<file path="src/rtl/riscv_pkg.sv">
// Shared definitions for the load/store path: Funct3 access encodings,
// load/store unit FSM states, and an alignment helper.
package riscv_pkg;

  // Funct3 access size/sign encodings (RV32I loads/stores).
  localparam logic [2:0] F3_B  = 3'b000;
  localparam logic [2:0] F3_H  = 3'b001;
  localparam logic [2:0] F3_W  = 3'b010;
  localparam logic [2:0] F3_BU = 3'b100;
  localparam logic [2:0] F3_HU = 3'b101;

  // Load/store unit FSM states.
  typedef enum logic {
    IDLE      = 1'b0,
    RMW_WRITE = 1'b1
  } lsu_state_e;

  // True when the byte offset is not a multiple of the access size.
  // Byte accesses (and unknown encodings) are never misaligned here; the
  // illegal-encoding check is done separately by the caller.
  function automatic logic misaligned(input logic [2:0] funct3, input logic [1:0] offset);
    case (funct3)
      F3_H, F3_HU: return offset[0];
      F3_W:        return |offset;
      default:     return 1'b0;
    endcase
  endfunction

endpackage

</file>
<file path="src/rtl/load_extend.sv">
// Load lane selection and extension (purely combinational).
// Ports:
//   funct3_i  - access size/sign (B, H, W, BU, HU)
//   offset_i  - byte offset inside the word (little-endian lanes)
//   word_i    - full word read from data memory
//   data_o    - selected lane, sign- or zero-extended; word passed through
module load_extend
  import riscv_pkg::*;
#(
  parameter int DATA_WIDTH = 32
) (
  input  logic [2:0]            funct3_i,
  input  logic [1:0]            offset_i,
  input  logic [DATA_WIDTH-1:0] word_i,
  output logic [DATA_WIDTH-1:0] data_o
);

  logic [7:0]  byte_sel;
  logic [15:0] half_sel;

  assign byte_sel = word_i[{offset_i, 3'b000} +: 8];
  assign half_sel = word_i[{offset_i[1], 4'b0000} +: 16];

  always_comb begin
    case (funct3_i)
      F3_B:    data_o = {{(DATA_WIDTH-8){byte_sel[7]}}, byte_sel};
      F3_BU:   data_o = {{(DATA_WIDTH-8){1'b0}}, byte_sel};
      F3_H:    data_o = {{(DATA_WIDTH-16){half_sel[15]}}, half_sel};
      F3_HU:   data_o = {{(DATA_WIDTH-16){1'b0}}, half_sel};
      F3_W:    data_o = word_i;
      default: data_o = '0;
    endcase
  end

endmodule

</file>
<file path="src/rtl/load_store_unit.sv">
// Load/store unit between the core and a word-addressed data memory with a
// combinational read port. Word stores and all loads complete in the request
// cycle; byte/half stores perform a read-modify-write: the old word is read
// and merged in the request cycle (core stalled), and written the next cycle.
// Ports:
//   clk, reset          - system clock; asynchronous active-high reset
//   Mem_Write_i         - core store request
//   Mem_Read_i          - core load request
//   Funct3_i            - access size/sign
//   Address_i           - core byte address
//   Write_Data_i        - store data, right-aligned
//   DM_Read_Data_i      - word read from data memory
//   DM_Mem_Write_o      - data-memory write enable
//   DM_Mem_Read_o       - data-memory read enable
//   DM_Address_o        - word-aligned memory address
//   DM_Write_Data_o     - full word to write
//   Read_Data_o         - extended load result
//   Stall_o             - core must hold PC and request inputs
//   Access_Error_o      - misaligned access or illegal request
module load_store_unit
  import riscv_pkg::*;
#(
  parameter int DATA_WIDTH = 32
) (
  input  logic                  clk,
  input  logic                  reset,
  input  logic                  Mem_Write_i,
  input  logic                  Mem_Read_i,
  input  logic [2:0]            Funct3_i,
  input  logic [DATA_WIDTH-1:0] Address_i,
  input  logic [DATA_WIDTH-1:0] Write_Data_i,
  input  logic [DATA_WIDTH-1:0] DM_Read_Data_i,
  output logic                  DM_Mem_Write_o,
  output logic                  DM_Mem_Read_o,
  output logic [DATA_WIDTH-1:0] DM_Address_o,
  output logic [DATA_WIDTH-1:0] DM_Write_Data_o,
  output logic [DATA_WIDTH-1:0] Read_Data_o,
  output logic                  Stall_o,
  output logic                  Access_Error_o
);

  lsu_state_e            state_q, state_d;
  logic [DATA_WIDTH-1:0] merge_q, merge_d;

  logic                  is_store;
  logic                  is_load;
  logic                  access_err;
  logic [4:0]            lane_shift;
  logic [DATA_WIDTH-1:0] lane_mask;
  logic [DATA_WIDTH-1:0] lane_data;
  logic [DATA_WIDTH-1:0] merged_word;
  logic [DATA_WIDTH-1:0] load_data;
  logic                  dm_we;

  assign is_store = Mem_Write_i & ~Mem_Read_i;
  assign is_load  = Mem_Read_i & ~Mem_Write_i;

  // Request legality: simultaneous load+store, illegal encodings for the
  // direction, or an offset that is not a multiple of the access size.
  always_comb begin
    access_err = 1'b0;
    if (Mem_Write_i && Mem_Read_i) begin
      access_err = 1'b1;
    end else if (Mem_Write_i) begin
      access_err = !(Funct3_i inside {F3_B, F3_H, F3_W}) ||
                   misaligned(Funct3_i, Address_i[1:0]);
    end else if (Mem_Read_i) begin
      access_err = (Funct3_i inside {3'b011, 3'b110, 3'b111}) ||
                   misaligned(Funct3_i, Address_i[1:0]);
    end
  end

  // Sub-word store merge: replace the addressed lane of the old word.
  always_comb begin
    if (Funct3_i == F3_H) begin
      lane_shift = {Address_i[1], 4'b0000};
      lane_mask  = DATA_WIDTH'(16'hFFFF) << lane_shift;
      lane_data  = DATA_WIDTH'(Write_Data_i[15:0]) << lane_shift;
    end else begin
      lane_shift = {Address_i[1:0], 3'b000};
      lane_mask  = DATA_WIDTH'(8'hFF) << lane_shift;
      lane_data  = DATA_WIDTH'(Write_Data_i[7:0]) << lane_shift;
    end
    merged_word = (DM_Read_Data_i & ~lane_mask) | lane_data;
  end

  // NOTE: every signal assigned in this always_comb gets a default first so
  // that no path leaves it unassigned and no latch is inferred.
  always_comb begin
    state_d         = state_q;
    merge_d         = merge_q;
    dm_we           = 1'b0;
    DM_Mem_Read_o   = 1'b0;
    DM_Write_Data_o = Write_Data_i;
    Stall_o         = 1'b0;
    case (state_q)
      IDLE: begin
        if (!access_err) begin
          if (is_store) begin
            if (Funct3_i == F3_W) begin
              dm_we = 1'b1;
            end else begin
              DM_Mem_Read_o = 1'b1;
              Stall_o       = 1'b1;
              merge_d       = merged_word;
              state_d       = RMW_WRITE;
            end
          end else if (is_load) begin
            DM_Mem_Read_o = 1'b1;
          end
        end
      end
      RMW_WRITE: begin
        // The core holds its request inputs through the stall, so the
        // address still refers to the word being merged.
        dm_we           = 1'b1;
        DM_Write_Data_o = merge_q;
        state_d         = IDLE;
      end
      default: state_d = IDLE;
    endcase
  end

  // NOTE: state registers use non-blocking assignments so all flops update
  // together from values sampled before the edge.
  always_ff @(posedge clk or posedge reset) begin
    if (reset) begin
      state_q <= IDLE;
      merge_q <= '0;
    end else begin
      state_q <= state_d;
      merge_q <= merge_d;
    end
  end

  load_extend #(
    .DATA_WIDTH(DATA_WIDTH)
  ) u_load_extend (
    .funct3_i (Funct3_i),
    .offset_i (Address_i[1:0]),
    .word_i   (DM_Read_Data_i),
    .data_o   (load_data)
  );

  // A pending merge write must never reach memory while reset is asserted.
  assign DM_Mem_Write_o = dm_we & ~reset;
  assign DM_Address_o   = {Address_i[DATA_WIDTH-1:2], 2'b00};
  assign Read_Data_o    = (is_load && !access_err) ? load_data : '0;
  assign Access_Error_o = access_err;

endmodule

</file>
<file path="config.mk">
export PLATFORM = sky130hd
export DESIGN_NAME = load_store_unit
export DESIGN_NICKNAME = d
export VERILOG_FILES = /design/src/rtl/riscv_pkg.sv /design/src/rtl/load_extend.sv /design/src/rtl/load_store_unit.sv
export SDC_FILE = /design/constraint.sdc
export NUM_CORES = 1
export LEC_CHECK = 0
export CORE_MARGIN = 1
export CORE_UTILIZATION = 35
export DETAILED_ROUTE_END_ITERATION = 16
export DONT_BUFFER_PORTS = 1
export SLEW_MARGIN = 5
export SYNTH_ARGS = -nofsm -noshare
export SYNTH_HDL_FRONTEND = slang
export SYNTH_SLANG_ARGS = --single-unit
</file>
<file path="constraint.sdc">
create_clock -name clk -period 1.79 [get_ports clk]
set_clock_uncertainty 0.1 [all_clocks]
set_input_delay 0.179 -clock clk [delete_from_list [all_inputs] [get_ports clk]]
set_output_delay 0.179 -clock clk [all_outputs]
set_load 0.005 [all_outputs]
</file>
==> results of run 1 <==
worst register-to-register path: cells and delay by family, from the launching register on:
family	cells	cell delay (ns)
buffers and inverters	3	0.52
and+or+nand+nor	3	0.66
AOI/OAI and AO/OA	1	0.11
DFF	1	0.38
power by group through the flow:
stage                     combinational [W]  sequential [W]  clock (W)
after global routing               0.000734         0.00106   0.000606
final                              0.000675         0.00104   0.000573
after floorplan                    0.000557         0.00100          0
after global placement             0.000563         0.00105          0
after detailed placement           0.000575         0.00106          0
after CTS                          0.000668         0.00104   0.000569
logic make-up after synthesis:
family | share of synthesized area [%]
DFF | 26.86
other | 0.1220
muxes | 20.92
buffers and inverters | 13.06
and+or+nand+nor | 18.68
AOI/OAI and AO/OA | 20.35
path summary, 6_finish.rpt:
kind | from | end | slack [ns] | depth (start not counted)
max | state_q | DM_Mem_Read_o | -0.06 | 4
min | DM_Read_Data_i[19] | merge_q[19] | -0.002 | 2
max reg2reg | state_q | merge_q[21] | -0.04 | 7
min reg2reg | merge_q[19] | merge_q[19] | 0.43 | 2
max in group asynchronous | reset | merge_q[21] | 0.93 | 3
min in group asynchronous | reset | merge_q[4] | 0.33 | 3
stage by stage:
stage	utilization, %	worst slack [ns]
final	42.36	-0.06286
after global routing	42.36	-0.1487
after CTS	42.05	-0.08621
after detailed placement	35.43	0.07114
after global placement	35.43	0.09574
after floorplan	-	0.01038
flip-flops by register name, indices dropped and copies added, names as in the netlist:
signal / cells
merge_q: 32
state_q: 1
layout by cell type, fill, tap and decap left out, types with 14 or more instances in the layout:
master | Yosys | routed
nor2_1 | 31 | 31
mux2_2 | 39 | 39
mux2i_1 | 17 | 17
dlygate4sd3_1 | 0 | 36
dfrtp_1 | 33 | 33
a21oi_1 | 35 | 35
o221a_2 | 14 | 14
nand2_1 | 44 | 43
buf_4 | 35 | 14
routing by layer:
metal / part of all wire (%) / GRT usage, % / up-vias
li1: - / - / 1263
met1: 40 / 31.00 / 1411
met2: 48 / 41.61 / 172
met3: 9.5 / 6.477 / 41
met4: 3.1 / 9.826 / 0
met5: 0 / 0 / -
timing repair:
| action | 4_1_cts | 5_1_grt |
|---|---|---|
| hold buffers | 36 | 0 |
| pin swaps | 2 | 3 |
| gates cloned | 2 | 1 |
| hold endpoints to repair | 59 | 0 |
| setup endpoints to repair | 2 | 69 |
| setup buffers | 4 | 2 |
| gates resized for setup | 5 | 3 |
layout make-up:
type | count | area share [%]
multi-input combinational | 258 | 53.01
timing repair buffer | 58 | 17.35
clock buffer | 6 | 2.054
inverter | 2 | 0.2125
clock inverter | 2 | 0.2833
sequential | 33 | 23.37
tap | 105 | 3.718
==> out/metrics.yaml, run 1 <==
global_route:
  grt_pass1_vias: 2786
  gr-total-overflow: 0
  grt_max_degree: 35
  antenna_found_initial: 0
  grt_pass1_wl_mm: 16.62
  grtUsageTotal_pct: 25.05
sta:
  final-hold-violation-count: 1
  finalSetupTns_ns: -0.4846
  timing.final.ws_setup_ns: -0.06286
  max_freq_mhz: 539.7
  period_needed_ns: 1.853
  hold_ws_ns: -0.002313
  relSlewSlack_pct: 60.88
  tightest_slew_ns: 0.5855
  finalCritPeriodShare_pct: 103.5
  slew_viol_final: 0
  rsz0062_at_grt: "yes"
  setup_viol: 22
synth:
  yosys-top-cells-count: "nand2_1, mux2_2, a21oi_1, buf_4, dfrtp_1"
  synthCells: 353
  syn_area_per_cell_um2: 8.709
  yosysSeqAreaShare_pct: 26.86
  synthesis.area_mm2: 0.003074
  synth_area_leaders: "dfrtp_1, mux2_2, buf_4, a21oi_1, mux2i_1"
  synth_edf_count: 0
  synth_top_area_share_pct: 26.86
  synth.distinct_cells: 46
  synth-seq-cells: 33
  ys_async_sr_fraction_pct: 100.0
  synth_most_common_cell: "nand2_1"
  synth_top_flop_cell: "dfrtp_1"
  yosysWarnings: 0
  synth_largest_area_cell: "dfrtp_1"
routing:
  vias: 2887
  vias_per_cell: 6.222
  wl_mm: 11.71
  drcViolationCount: 0
  antenna_left: 0
  dr.first_iter.drc_count: 250
  firstDrtPassIters: 5
  routedWlPerCell_um: 25.23
power_and_ir_drop:
  pwr-share-comb_pct: 29.4
  switching_power_w: 0.0007123
  p_clk_share_pct: 25.0
  cell_internal_pwr_w: 0.001580
  power_density_mw_per_mm2: 648.8
  total_power_w: 0.002293
  swShare_pct: 31.07
  power_frac_seq_pct: 45.6
  leakagePower_nw: 1.360
  ir_worst_vdd_uv: 283.7
floorplanning:
  coreArea_mm2: 0.008341
  dieArea_mm2: 0.009162
  start_util_pct: 36.86
  die_h_um: 95.72
  ios: 203
  fp.dieW_um: 95.72
  row_count: 33
worst_hold_path:
  hold_class: "in2reg"
placed_design:
  dp_hpwl_mm: 8.136
  dpl.cell_count: 411
  numPortBuffers: 0
  place_area_mm2: 0.002955
  routabilityCongestion: 0.9218
clock_network:
  clockBufferDepth: 2
  cts_tree: "built"
  cts.root.buffer_cell: "clkbuf_8"
  cts_sinks: 33
  cts_buffers: 5
  htreeDepth: 2
  clk_latency_ns: 0.30
  cts.clk_slew.worst_paths_ns: 0.07
critical_path:
  worst-path-buf-inv: 1
  cp.required_ns: 1.51
  critical_path_arrival_ns: 1.57
  slowest_stage: "or3b_4"
  crit_path_max_fanout: 5
  cp_cell_sequence: "or3b_4 > nor3b_4 > buf_6 > o21bai_4"
  setup.worst_path.class: "reg2out"
  slowest_delay_ns: 0.39
  crit_family: "simple AND/OR/NAND/NOR gates"
  crit_path_end_kind: "output pin"
  critPathLaunchType: "flop"
finish:
  antenna_cells: 0
  fin_nets: 461
  multiInputGateArea_mm2: 0.001873
  fin_cells: 464
  final-seq-area_um2: 825.8
  fin_area_mm2: 0.003533
  areaGrowthSynthToFinish_pct: 14.94
  drive_gt1_share_pct: 27.86
  n_fill_cell: 868
run:
  cap_viol_max_count: 0
run_status:
  violations: "negative hold slack, negative setup slack"
  status: "complete, but fails checks"
Note: power is estimated with default switching activity, not from simulation.
==> inputs of run 2 (changes only) <==
TNS_END_PERCENT = 1   (was not set)
clock period = 1.5 ns   (was 1.79 ns; I/O delays follow)
==> out/metrics.yaml, run 2 (synthesized netlist as in run 1, its figures left out) <==
clock_network:
  cts.root.buffer_cell: "clkbuf_8"
  cts.clk_slew.worst_paths_ns: 0.07  # about the same
  htreeDepth: 2  # unchanged
  cts_tree: "built"
  clk_latency_ns: 0.29  # about the same
  cts_buffers: 5  # unchanged
  clockBufferDepth: 2  # unchanged
  postCtsHoldBufs: 40  # +11%
  cts_sinks: 33  # unchanged
floorplanning:
  dieArea_mm2: 0.009162  # unchanged
  die_h_um: 95.72  # unchanged
  ios: 203  # unchanged
  start_util_pct: 36.86  # unchanged
  row_count: 33  # unchanged
  coreArea_mm2: 0.008341  # unchanged
  fp.dieW_um: 95.72  # unchanged
critical_path:
  crit_family: "simple AND/OR/NAND/NOR gates"
  slowest_stage: "or3b_4"
  setup.worst_path.class: "reg2out"
  worst-path-buf-inv: 1  # unchanged
  cp.required_ns: 1.25  # -0.26 ns
  crit_path_max_fanout: 3  # -2
  critical_path_arrival_ns: 1.59  # +0.02 ns
  slowest_delay_ns: 0.39  # about the same
  cp_cell_sequence: "or3b_4 > nor3b_4 > buf_6 > o21bai_1"
  crit_path_end_kind: "output pin"
  critPathLaunchType: "flop"
power_and_ir_drop:
  power_density_mw_per_mm2: 748.1  # +15%
  swShare_pct: 30.51  # -0.56 points
  leakagePower_nw: 1.403  # +3.2%
  power_frac_seq_pct: 45.8  # +0.2 points
  cell_internal_pwr_w: 0.001891  # +20%
  ir_worst_vdd_uv: 291.8  # +2.9%
  switching_power_w: 0.0008300  # +17%
  total_power_w: 0.002721  # +19%
  p_clk_share_pct: 23.6  # -1.4 points
  pwr-share-comb_pct: 30.6  # +1.2 points
routing:
  antenna_left: 0  # unchanged
  vias: 2947  # +2.1%
  drcViolationCount: 0  # unchanged
  vias_per_cell: 6.244  # +0.35%
  routedWlPerCell_um: 25.03  # -0.78%
  firstDrtPassIters: 6  # +1
  wl_mm: 11.82  # +0.93%
  dr.first_iter.drc_count: 333  # +33%
placed_design:
  routabilityCongestion: 0.8452  # -8.3%
  dp_slack_ns: -0.2480  # -0.3191 ns
  numPortBuffers: 0  # unchanged
  dp_hpwl_mm: 8.180  # +0.55%
sta:
  relSlewSlack_pct: 62.49  # +1.6 points
  period_needed_ns: 1.844
  max_freq_mhz: 542.2
  timing.final.ws_setup_ns: -0.3443  # -0.2815 ns
  hold_ws_ns: -0.03122  # -0.02891 ns
  slew_viol_final: 0  # unchanged
  final-hold-violation-count: 14  # +13
  finalCritPeriodShare_pct: 123.0
  tightest_slew_ns: 0.5615  # -0.02407 ns
  rsz0062_at_grt: "yes"
  setup_viol: 68  # +210%
finish:
  reg_top3: "merge_q (32), state_q (1)"
  fin_nets: 471  # +2.2%
  top_register: "merge_q"
  drive_gt1_share_pct: 29.16  # +1.3 points
  final_cell_mix: "nand2_1, dlygate4sd3_1, mux2_2, a21oi_1, dfrtp_1"
  areaGrowthSynthToFinish_pct: 18.32
  largest_reg_flops: 32  # unchanged
  antenna_cells: 0  # unchanged
  final_common_cell: "nand2_1"
global_route:
  gr-total-overflow: 0  # unchanged
  grtUsageTotal_pct: 25.25  # +0.19 points
  grt_max_degree: 35  # unchanged
  antenna_found_initial: 0  # unchanged
  grt_pass1_wl_mm: 16.95  # +1.9%
  grt_pass1_vias: 2881  # +3.4%
run_status:
  status: "complete, but fails checks"
  violations: "negative hold slack, negative setup slack"
run:
  cap_viol_max_count: 0  # unchanged
worst_hold_path:
  hold_class: "in2reg"
## run 2: layout make-up
class,instances,area (um2)
flip-flops and latches,33,825.8
well taps,105,131.4
repair buffers,68,711.9
clock buffers,5,68.82
multi-input cells,258,1887
clock inverters,1,5.005
inverters,2,7.507
fillers,839,4703
## run 2: routing by layer
metal / up-vias / global-route usage, % / part of all wire (%)
met5: - / 0 / 0
met4: 0 / 10.95 / 4.1
met3: 47 / 5.292 / 10
met2: 192 / 41.73 / 47
met1: 1421 / 31.74 / 39
li1: 1287 / - / -
## run 2: what timing repair did
item,4_1_cts,5_1_grt
endpoints found under the setup margin,81,88
gates resized for setup,9,6
pin swaps,3,2
hold endpoints to repair,64,10
gates cloned,3,0
setup buffers,4,1
## run 2: metrics by stage
stage	cells	setup TNS, ns	cell area [um2]	utilization, %
6_report	472	-16.26	3637	43.61
5_1_grt	472	-20.67	3637	43.61
4_1_cts	471	-17.56	3611	43.29
3_5_place_dp	418	-6.139	2995	35.91
3_3_place_gp	418	-5.009	2995	35.91
2_1_floorplan	354	-8.096	3095	-
## run 2: power groups by stage
stage | Clock, W | Combinational [W] | Sequential, W
3_3_place_gp | 0 | 0.000679 | 0.00126
4_1_cts | 0.000655 | 0.000822 | 0.00125
2_1_floorplan | 0 | 0.000667 | 0.00120
6_report | 0.000642 | 0.000833 | 0.00125
3_5_place_dp | 0 | 0.000700 | 0.00126
5_1_grt | 0.000690 | 0.000899 | 0.00127
## run 2: worst paths after layout
check | end | start | slack [ns] | cells after the start
setup / recovery | DM_Mem_Read_o | state_q | -0.34 | 4
hold / removal | merge_q[24] | Address_i[1] | -0.03 | 2
setup reg to reg | merge_q[24] | state_q | -0.34 | 6
hold reg to reg | merge_q[16] | merge_q[16] | 0.44 | 2
max in group asynchronous | merge_q[26] | reset | 0.66 | 3
min in group asynchronous | merge_q[7] | reset | 0.30 | 3
==> inputs of run 3 (changes only) <==
SETUP_SLACK_MARGIN = 0.1   (was not set)
==> out/metrics.yaml, run 3 (synthesized netlist as in run 1, its figures left out) <==
clock_network:
  clockBufferDepth: 2  # unchanged
  clk_latency_ns: 0.29  # about the same
  cts_tree: "built"
  htreeDepth: 2  # unchanged
  cts.clk_slew.worst_paths_ns: 0.07  # about the same
  postCtsHoldBufs: 40  # unchanged
  cts_sinks: 33  # unchanged
  cts_buffers: 5  # unchanged
  cts.root.buffer_cell: "clkbuf_8"
global_route:
  grtUsageTotal_pct: 25.27  # about the same
  antenna_found_initial: 0  # unchanged
  grt_pass1_wl_mm: 16.97  # +0.17%
  gr-total-overflow: 0  # unchanged
  grt_max_degree: 35  # unchanged
  grt_pass1_vias: 2929  # +1.7%
critical_path:
  slowest_delay_ns: 0.40  # about the same
  setup.worst_path.class: "reg2reg"
  critical_path_arrival_ns: 1.94  # +0.35 ns
  critPathLaunchType: "flop"
  cp.required_ns: 1.58  # +0.33 ns
  crit_path_max_fanout: 9  # +6
  slowest_stage: "or3b_4"
  crit_family: "simple AND/OR/NAND/NOR gates"
  worst-path-buf-inv: 2  # +1
  cp_cell_sequence: "or3b_4 > nor3b_4 > buf_6 > bufbuf_16 > nand3_1 > o221a_2"
  crit_path_end_kind: "flop"
routing:
  dr.first_iter.drc_count: 269  # -19%
  firstDrtPassIters: 5  # -1
  wl_mm: 11.78  # -0.29%
  drcViolationCount: 0  # unchanged
  vias_per_cell: 6.235  # -0.14%
  routedWlPerCell_um: 24.96  # -0.29%
  vias: 2943  # -0.14%
  antenna_left: 0  # unchanged
floorplanning:
  coreArea_mm2: 0.008341  # unchanged
  row_count: 33  # unchanged
  start_util_pct: 36.86  # unchanged
  die_h_um: 95.72  # unchanged
  ios: 203  # unchanged
  fp.dieW_um: 95.72  # unchanged
  dieArea_mm2: 0.009162  # unchanged
worst_hold_path:
  hold_class: "in2reg"
power_and_ir_drop:
  swShare_pct: 30.51  # about the same
  p_clk_share_pct: 23.2  # -0.4 points
  pwr-share-comb_pct: 31.5  # +0.9 points
  leakagePower_nw: 1.440  # +2.6%
  cell_internal_pwr_w: 0.001907  # +0.83%
  ir_worst_vdd_uv: 296.3  # +1.5%
  power_frac_seq_pct: 45.4  # -0.4 points
  switching_power_w: 0.0008369  # +0.83%
  power_density_mw_per_mm2: 729.5  # -2.5%
sta:
  rsz0062_at_grt: "yes"
  timing.final.ws_setup_ns: -0.3649  # -0.02059 ns
  tightest_slew_ns: 0.6087  # +0.04722 ns
  final-hold-violation-count: 14  # unchanged
  hold_ws_ns: -0.03257  # -0.001346 ns
  setup_viol: 77  # +13%
  relSlewSlack_pct: 59.34  # -3.2 points
  finalCritPeriodShare_pct: 124.3  # +1.4 points
  max_freq_mhz: 536.2  # -1.1%
  period_needed_ns: 1.865  # +0.02059 ns
  slew_viol_final: 0  # unchanged
finish:
  top_register: "merge_q"
  drive_gt1_share_pct: 32.97  # +3.8 points
  areaGrowthSynthToFinish_pct: 22.34
  final_util_pct: 45.09  # +1.5 points
  final_cell_mix: "nand2_1, dlygate4sd3_1, mux2_2, dfrtp_1, nor2_1"
  fin_nets: 471  # unchanged
  reg_top3: "merge_q (32), state_q (1)"
  largest_reg_flops: 32  # unchanged
  antenna_cells: 0  # unchanged
  final_common_cell: "nand2_1"
run:
  cap_viol_max_count: 0  # unchanged
placed_design:
  routabilityCongestion: 0.8452  # unchanged
  dp_hpwl_mm: 8.180  # unchanged
  numPortBuffers: 0  # unchanged
  dp_slack_ns: -0.2480  # unchanged
run_status:
  violations: "negative hold slack, negative setup slack"
  status: "complete, but fails checks"
-- run 3: cell types whose count changed in the layout (fill, tap and decap cells not counted), moves of 4 or more --
cell     previous run  this run
a21oi_1            34        24
a21oi_2             1         7
mux2_4              0         5
a21oi_4             1         5
buf_4              19        15
buf_6               3         7
mux2_2             39        35
-- run 3: path summary, 6_finish.rpt --
check                        startpoint          end  slack [ns]  depth (start not counted)
setup / recovery                state_q  merge_q[24]       -0.36                          6
hold reg to reg             merge_q[20]  merge_q[20]        0.44                          2
min in group asynchronous         reset   merge_q[7]        0.30                          3
setup reg to reg                state_q  merge_q[24]       -0.36                          6
max in group asynchronous         reset      state_q        0.68                          3
hold / removal             Address_i[1]  merge_q[24]       -0.03                          2
-- run 3: power groups by stage --
stage	sequential (W)	clock, W	combinational, W
after floorplan	0.00120	0	0.000667
after global placement	0.00126	0	0.000679
after detailed placement	0.00126	0	0.000700
after CTS	0.00125	0.000655	0.000853
after global routing	0.00127	0.000686	0.000931
final	0.00125	0.000635	0.000863
-- run 3: final cells by class --
cell class | instances | area [um2]
clock buffers | 5 | 68.82
multi-input cells | 258 | 1996
well taps | 105 | 131.4
flip-flops and latches | 33 | 825.8
inverters | 2 | 7.507
clock inverters | 1 | 5.005
fillers | 825 | 4579
repair buffers | 68 | 726.9
-- run 3: routing by layer --
layer,track usage (%),vias to the layer above,wire length [um]
met1,31.95,1440,4621
met3,5.055,44,1146
met5,0,-,0
li1,-,1283,-
met2,41.13,176,5530
met4,12.19,0,483
-- run 3: per-stage QoR --
| stage | area (um2) | power (W) | TNS, ns | std cells |
|---|---|---|---|---|
| 6_report | 3761 | 0.002744 | -17.85 | 472 |
| 5_1_grt | 3761 | 0.002890 | -21.78 | 472 |
| 4_1_cts | 3734 | 0.002754 | -17.56 | 471 |
| 3_5_place_dp | 2995 | 0.001959 | -6.139 | 418 |
| 3_3_place_gp | 2995 | 0.001934 | -5.009 | 418 |
| 2_1_floorplan | 3095 | 0.001866 | -8.096 | 354 |
-- run 3: what timing repair did --
action                                  in CTS  in global routing
gates resized for setup                     37                  6
gates cloned                                 3                  0
pin swaps                                   22                 16
endpoints found under the setup margin      99                 91
hold endpoints to repair                    64                 10
setup buffers                                4                  1
